$ cat config.mk
export PLATFORM = sky130hd
export DESIGN_NAME = rotenc_track
export DESIGN_NICKNAME = d
export VERILOG_FILES = /design/src/rtl/rotenc_pkg.sv /design/src/rtl/rotenc_chan.sv /design/src/rtl/rotenc_track.sv
export SDC_FILE = /design/constraint.sdc
export NUM_CORES = 1
export LEC_CHECK = 0
export ABC_AREA = 1
export BUFFER_PORTS_ARGS = -buffer_cell sky130_fd_sc_hd__buf_2
export CAP_MARGIN = 5
export CORE_ASPECT_RATIO = 1.4
export CORE_MARGIN = 5
export CORE_UTILIZATION = 35
export CTS_BUF_LIST = sky130_fd_sc_hd__clkbuf_8 sky130_fd_sc_hd__clkbuf_16
export CTS_CLUSTER_DIAMETER = 100
export DETAILED_ROUTE_END_ITERATION = 16
export PLACE_DENSITY = 0.59
export SYNTH_ARGS = -nofsm -noshare
export SYNTH_HDL_FRONTEND = slang
export SYNTH_SLANG_ARGS = --single-unit
$ cat constraint.sdc
create_clock -name clk -period 3.55 [get_ports clk]
set_input_delay 0.8875 -clock clk [delete_from_list [all_inputs] [get_ports clk]]
set_output_delay 0.8875 -clock clk [all_outputs]
set_load 0.02 [all_outputs]
$ cat src/rtl/rotenc_pkg.sv
// rotenc_pkg: shared types for the rotary encoder tracker.
// Optional build macro ROTENC_GRAY_EN selects Gray-coded encoder inputs.
package rotenc_pkg;

  // Per-channel debounce/commit state.
  typedef enum logic [1:0] {
    ST_INIT   = 2'd0,
    ST_STABLE = 2'd1,
    ST_SETTLE = 2'd2
  } rot_state_e;

  // Classification of a committed move by its modular distance.
  typedef enum logic [1:0] {
    DC_NONE = 2'd0,
    DC_CW   = 2'd1,
    DC_CCW  = 2'd2,
    DC_SKIP = 2'd3
  } delta_cls_e;

  // Gray to binary on a zero-extended code; upper zero bits leave the
  // low bits unaffected, so callers truncate to their own width.
  function automatic logic [31:0] gray2bin(input logic [31:0] g);
    logic [31:0] b;
    b[31] = g[31];
    for (int i = 30; i >= 0; i--) b[i] = b[i+1] ^ g[i];
    return b;
  endfunction

endpackage

$ cat src/rtl/rotenc_chan.sv
// rotenc_chan: one encoder channel -- 2-FF sync, optional Gray decode
// (ROTENC_GRAY_EN), debounce FSM, step/dir/skip events, turn counter.
module rotenc_chan
  import rotenc_pkg::*;
#(
  parameter int CODE_W  = 4,
  parameter int DEB_CYC = 50000,
  parameter int TURN_W  = 8
) (
  input  logic              clk,
  input  logic              rst,
  input  logic [CODE_W-1:0] code_i,
  output logic [CODE_W-1:0] pos_o,
  output logic              valid_o,
  output logic              step_o,
  output logic              dir_o,
  output logic              skip_o,
  output logic [TURN_W-1:0] turns_o
);

  localparam int                CNT_W    = $clog2(DEB_CYC);
  localparam logic [CNT_W-1:0]  CNT_LAST = CNT_W'(DEB_CYC - 1);
  localparam logic [CODE_W-1:0] HALF     = CODE_W'(1 << (CODE_W - 1));

  logic [CODE_W-1:0] sync1_q, sync2_q, s;
  rot_state_e        state_q, state_d;
  logic [CODE_W-1:0] cand_q, cand_d;
  logic [CNT_W-1:0]  cnt_q, cnt_d;
  logic [CODE_W-1:0] pos_q, pos_d;
  logic              valid_q, valid_d;
  logic              step_q, step_d;
  logic              dir_q, dir_d;
  logic              skip_q, skip_d;
  logic [TURN_W-1:0] turns_q, turns_d;
  logic              commit;
  logic [CODE_W-1:0] delta;
  delta_cls_e        cls;

`ifdef ROTENC_GRAY_EN
  assign s = CODE_W'(gray2bin(32'(sync2_q)));
`else
  assign s = sync2_q;
`endif

  // Next state: debounce the synchronised code, flag a commit when stable.
  always_comb begin
    state_d = state_q;
    cand_d  = cand_q;
    cnt_d   = cnt_q;
    commit  = 1'b0;
    case (state_q)
      ST_INIT: begin
        if (s != cand_q) begin
          cand_d = s;
          cnt_d  = '0;
        end else if (cnt_q == CNT_LAST) begin
          commit  = 1'b1;
          state_d = ST_STABLE;
        end else begin
          cnt_d = cnt_q + 1'b1;
        end
      end
      ST_STABLE: begin
        if (s != pos_q) begin
          cand_d  = s;
          cnt_d   = '0;
          state_d = ST_SETTLE;
        end
      end
      ST_SETTLE: begin
        if (s == pos_q) begin
          state_d = ST_STABLE;
        end else if (s != cand_q) begin
          cand_d = s;
          cnt_d  = '0;
        end else if (cnt_q == CNT_LAST) begin
          commit  = 1'b1;
          state_d = ST_STABLE;
        end else begin
          cnt_d = cnt_q + 1'b1;
        end
      end
      default: state_d = ST_INIT;
    endcase
  end

  // Classify the pending move by modular distance from the committed position.
  always_comb begin
    delta = cand_q - pos_q;
    if (delta == '0)       cls = DC_NONE;
    else if (delta == HALF) cls = DC_SKIP;
    else if (delta < HALF)  cls = DC_CW;
    else                    cls = DC_CCW;
  end

  // Output next-state: first commit is silent, later commits raise events.
  always_comb begin
    pos_d   = pos_q;
    valid_d = valid_q;
    step_d  = 1'b0;
    skip_d  = 1'b0;
    dir_d   = dir_q;
    turns_d = turns_q;
    if (commit) begin
      pos_d   = cand_q;
      valid_d = 1'b1;
      if (state_q == ST_SETTLE) begin
        case (cls)
          DC_CW: begin
            step_d = 1'b1;
            dir_d  = 1'b1;
            if (cand_q < pos_q) turns_d = turns_q + TURN_W'(1);
          end
          DC_CCW: begin
            step_d = 1'b1;
            dir_d  = 1'b0;
            if (cand_q > pos_q) turns_d = turns_q - TURN_W'(1);
          end
          DC_SKIP: skip_d = 1'b1;
          default: ;
        endcase
      end
    end
  end

  // Register sync chain, FSM and outputs; reset discards any pending candidate.
  always_ff @(posedge clk) begin
    if (rst) begin
      sync1_q <= '0;
      sync2_q <= '0;
      state_q <= ST_INIT;
      cand_q  <= '0;
      cnt_q   <= '0;
      pos_q   <= '0;
      valid_q <= 1'b0;
      step_q  <= 1'b0;
      dir_q   <= 1'b0;
      skip_q  <= 1'b0;
      turns_q <= '0;
    end else begin
      sync1_q <= code_i;
      sync2_q <= sync1_q;
      state_q <= state_d;
      cand_q  <= cand_d;
      cnt_q   <= cnt_d;
      pos_q   <= pos_d;
      valid_q <= valid_d;
      step_q  <= step_d;
      dir_q   <= dir_d;
      skip_q  <= skip_d;
      turns_q <= turns_d;
    end
  end

  assign pos_o   = pos_q;
  assign valid_o = valid_q;
  assign step_o  = step_q;
  assign dir_o   = dir_q;
  assign skip_o  = skip_q;
  assign turns_o = turns_q;

endmodule

$ cat src/rtl/rotenc_track.sv
// rotenc_track: NCH independent absolute-encoder trackers.
// Build with ROTENC_GRAY_EN for Gray-coded encoder inputs.
module rotenc_track
  import rotenc_pkg::*;
#(
  parameter int NCH     = 1,
  parameter int CODE_W  = 4,
  parameter int DEB_CYC = 50000,
  parameter int TURN_W  = 8
) (
  input  logic                  clk,
  input  logic                  rst,
  input  logic [NCH*CODE_W-1:0] prrot,
  output logic [NCH*CODE_W-1:0] pos,
  output logic [NCH-1:0]        valid,
  output logic [NCH-1:0]        step,
  output logic [NCH-1:0]        dir,
  output logic [NCH-1:0]        skip,
  output logic [NCH*TURN_W-1:0] turns
);

  for (genvar c = 0; c < NCH; c++) begin : g_ch
    rotenc_chan #(
      .CODE_W (CODE_W),
      .DEB_CYC(DEB_CYC),
      .TURN_W (TURN_W)
    ) u_chan (
      .clk    (clk),
      .rst    (rst),
      .code_i (prrot[c*CODE_W +: CODE_W]),
      .pos_o  (pos[c*CODE_W +: CODE_W]),
      .valid_o(valid[c]),
      .step_o (step[c]),
      .dir_o  (dir[c]),
      .skip_o (skip[c]),
      .turns_o(turns[c*TURN_W +: TURN_W])
    );
  end

endmodule

==> results.json <==
{
  "hold_viol_final": 0,
  "num_rows": 39,
  "yosys-top-cells-area": "dfxtp_1, nand2_1, nor2_1, inv_1, ha_1",
  "net-switching-power_w": 0.000863,
  "syn_area_per_cell_um2": 6.46,
  "io_buffers": 21,
  "min_period_ns": 3.08,
  "drive_gt1_share_pct": 9.83,
  "ir_drop_mv": 0.342,
  "grt_usage_pct": 14.0,
  "dpl_worst_slack_ns": 0.338,
  "drv_slew": 0,
  "post-route-period-util_pct": 86.7,
  "cellPowerDensity_nw_per_um2": 623,
  "hpwl_mm": 5.06,
  "fp.dieH_um": 118,
  "nets": 488,
  "drt_iter0_markers": 89,
  "cp_max_fo": 9,
  "syn_inst": 448,
  "cts_resized": 0,
  "ys_seq_area_share_pct": 31.8,
  "seqPwrFrac_pct": 29.3,
  "initial_utilization_pct": 35.7,
  "cts.path.max_buffers": 2,
  "cts_tree": "done",
  "cts_buffers": 5,
  "antenna_found_initial": 0,
  "critPathArrivalTime_ns": 3.31,
  "ys_ff_latch": 46,
  "cpLargestDelayFamily": "adder cells",
  "clockPowerShare_pct": 23.9,
  "async_flop_share_pct": 0,
  "globalplace.congestion": 0.880,
  "drv_cap": 0,
  "io_pins": 22,
  "hp-class": "flop to flop",
  "fmax_mhz": 325,
  "p_sw_share_pct": 43.0,
  "post_cts_buffers": 0,
  "clock-root-buffer": "clkbuf_16",
  "antenna_cells": 0,
  "cp.required_ns": 3.78,
  "synth_cell_types": 34,
  "p_leak_nw": 1.48,
  "synth.most_common_cell": "nand2_1",
  "wl_per_cell_um": 11.9,
  "grt_pass1_wl_mm": 11.6,
  "power_frac_comb_pct": 46.8,
  "htreeDepth": 2,
  "synth_common_cells": "nand2_1, nor2_1, inv_1",
  "worst_setup_path_start_kind": "flop",
  "outcome": "completed",
  "holdWs_ns": 0.393,
  "die_w_um": 86.8,
  "cts_hold_repair.buffers": 0,
  "cts.sinks": 46,
  "grt_max_degree": 33,
  "criticalPathCategory": "flop to flop",
  "grt_pass1_vias": 2580,
  "crit_path_cell_trace": "inv_1 > ha_1 > nand2_1 > nand2_1 > or2_2 > a21oi_1 > xnor2_1 > ha_2 > inv_1 > fa_1 > inv_1 > nand4_1 > nand3_1 > xor2_1 > nand3_1 > a21oi_1",
  "worst_setup_path_end_kind": "flop",
  "syn-num-nets": 469,
  "drtAntennaViolNets": 0,
  "coreArea_um2": 8100,
  "vias": 2711,
  "path_common_cell": "inv_1",
  "clkLatencyLatePin_ns": 0.30,
  "synth_top_area_cell": "dfxtp_1",
  "netlist.area_leader.share_pct": 31.8,
  "p_int_w": 0.00114,
  "skew_ns": 0.00789,
  "die_area_um2": 10200,
  "finalSetupViolations": 0,
  "synth_ff_type": "dfxtp_1",
  "cp_num_buf_inv": 3,
  "cp_slowest_cell": "fa_1",
  "grt_setup_unrepaired": "no",
  "max_stage_delay_ns": 0.41,
  "viasPerCell": 4.76,
  "yosysWarnings": 0,
  "synth_area_um2": 2890,
  "clk_pin_slew_ns": 0.07,
  "synthToLayoutAreaGrowth_pct": 11.3,
  "grt_overflow": 0,
  "synth-edff-count": 0,
  "layout_setup_ws_ns": 0.472,
  "setup_tns_ns": 0,
  "relSlewSlack_pct": 67.2,
  "routed_wl_mm": 6.77,
  "drc_errors": 0,
  "tightestPinTransition_ns": 0.491,
  "drtPass1Iterations": 4
}
## through the flow
stage / cells / util (%) / power [W] / area, µm²
finish: 570 / 39.8 / 0.00201 / 3220
global route: 570 / 39.8 / 0.00220 / 3220
CTS: 570 / 39.7 / 0.00203 / 3220
detailed placement: 562 / 37.9 / 0.00153 / 3070
global placement: 562 / 37.9 / 0.00151 / 3070
floorplan: 448 / - / 0.00136 / 2890
## cell usage in the layout, fill, tap and decap left out
cell / instances
a21oi_1: 30
nor3_2: 1
buf_2: 21
nand2_2: 2
nand3b_1: 1
ha_1: 13
nand3_1: 30
nand3_2: 2
and3_1: 1
nor3_1: 10
nand2_1: 115
fa_1: 1
inv_6: 1
clkinvlp_4: 2
nor2_4: 2
xnor2_1: 3
or2_2: 1
nand4_1: 7
o2111a_1: 1
buf_4: 2
dfxtp_1: 46
nor4_1: 1
o21ai_0: 8
inv_1: 65
a21boi_0: 1
inv_2: 2
o21bai_1: 1
nor2_2: 1
nor2_1: 72
a21o_1: 1
clkbuf_16: 5
ha_2: 1
a31o_2: 1
a31oi_1: 1
nand2_4: 2
xor2_1: 14
## kinds of logic after synthesis
kind of cell | share of synthesized area [%]
flip-flops | 31.8
buffers and inverters | 11.2
XOR/XNOR | 5.15
AND/OR/NAND/NOR | 36.9
AO/OA/AOI/OAI | 8.26
adder cells (fa/ha/maj) | 6.75
## path summary, 6_finish.rpt
check                                        from                                     end  slack, ns  depth (start not counted)
min reg2reg  g_ch[0].u_chan.sync1_q[1]$_SDFF_PP0_          g_ch[0].u_chan.s[1]$_SDFF_PP0_       0.39                          2
min          g_ch[0].u_chan.sync1_q[1]$_SDFF_PP0_          g_ch[0].u_chan.s[1]$_SDFF_PP0_       0.39                          2
max          g_ch[0].u_chan.pos_o[1]$_SDFFE_PP0P_  g_ch[0].u_chan.turns_o[6]$_SDFFE_PP0P_       0.47                         16
max reg2reg  g_ch[0].u_chan.pos_o[1]$_SDFFE_PP0P_  g_ch[0].u_chan.turns_o[6]$_SDFFE_PP0P_       0.47                         16
## worst min-delay path, delay by kind of cell, from the launching register on
kind,cells,cell delay (ns)
buf+inv,1,0.04
flops,1,0.30
simple gates,1,0.03
## power groups by stage
stage / logic, W / clock network [W] / registers [W]
2_1_floorplan: 0.000774 / 0 / 0.000590
3_3_place_gp: 0.000915 / 0 / 0.000598
3_5_place_dp: 0.000933 / 0 / 0.000600
4_1_cts: 0.000935 / 0.000503 / 0.000588
5_1_grt: 0.00109 / 0.000520 / 0.000594
6_report: 0.000940 / 0.000480 / 0.000588
## metal layers
| metal | wire length, µm | GRT usage, % | vias up |
|---|---|---|---|
| met5 | 0 | 0 | - |
| met4 | 123 | 5.85 | 0 |
| met3 | 179 | 3.08 | 10 |
| met2 | 3660 | 25.6 | 30 |
| met1 | 2810 | 14.9 | 1235 |
| li1 | - | - | 1436 |
## registers in the layout, indices dropped and copies added, names as in the netlist
name                 count
g_ch.u_chan.valid_o      1
g_ch.u_chan.cnt_q       16
g_ch.u_chan.dir_o        1
g_ch.u_chan.turns_o      8
g_ch.u_chan.s            4
g_ch.u_chan.skip_o       1
g_ch.u_chan.pos_o        4
g_ch.u_chan.state_q      2
g_ch.u_chan.sync1_q      4
g_ch.u_chan.step_o       1
g_ch.u_chan.cand_q       4
## area by class of cell
cell class                      instances  area, µm²
Multi-Input combinational cell        324       1650
Clock inverter                          3       23.8
Fill cell                             906       4880
Sequential cell                        46        921
Timing Repair Buffer                   23        120
Tap cell                              102        128
Inverter                               67        251
Clock buffer                            5        125
No activity file was read; power rests on OpenSTA's default activity.
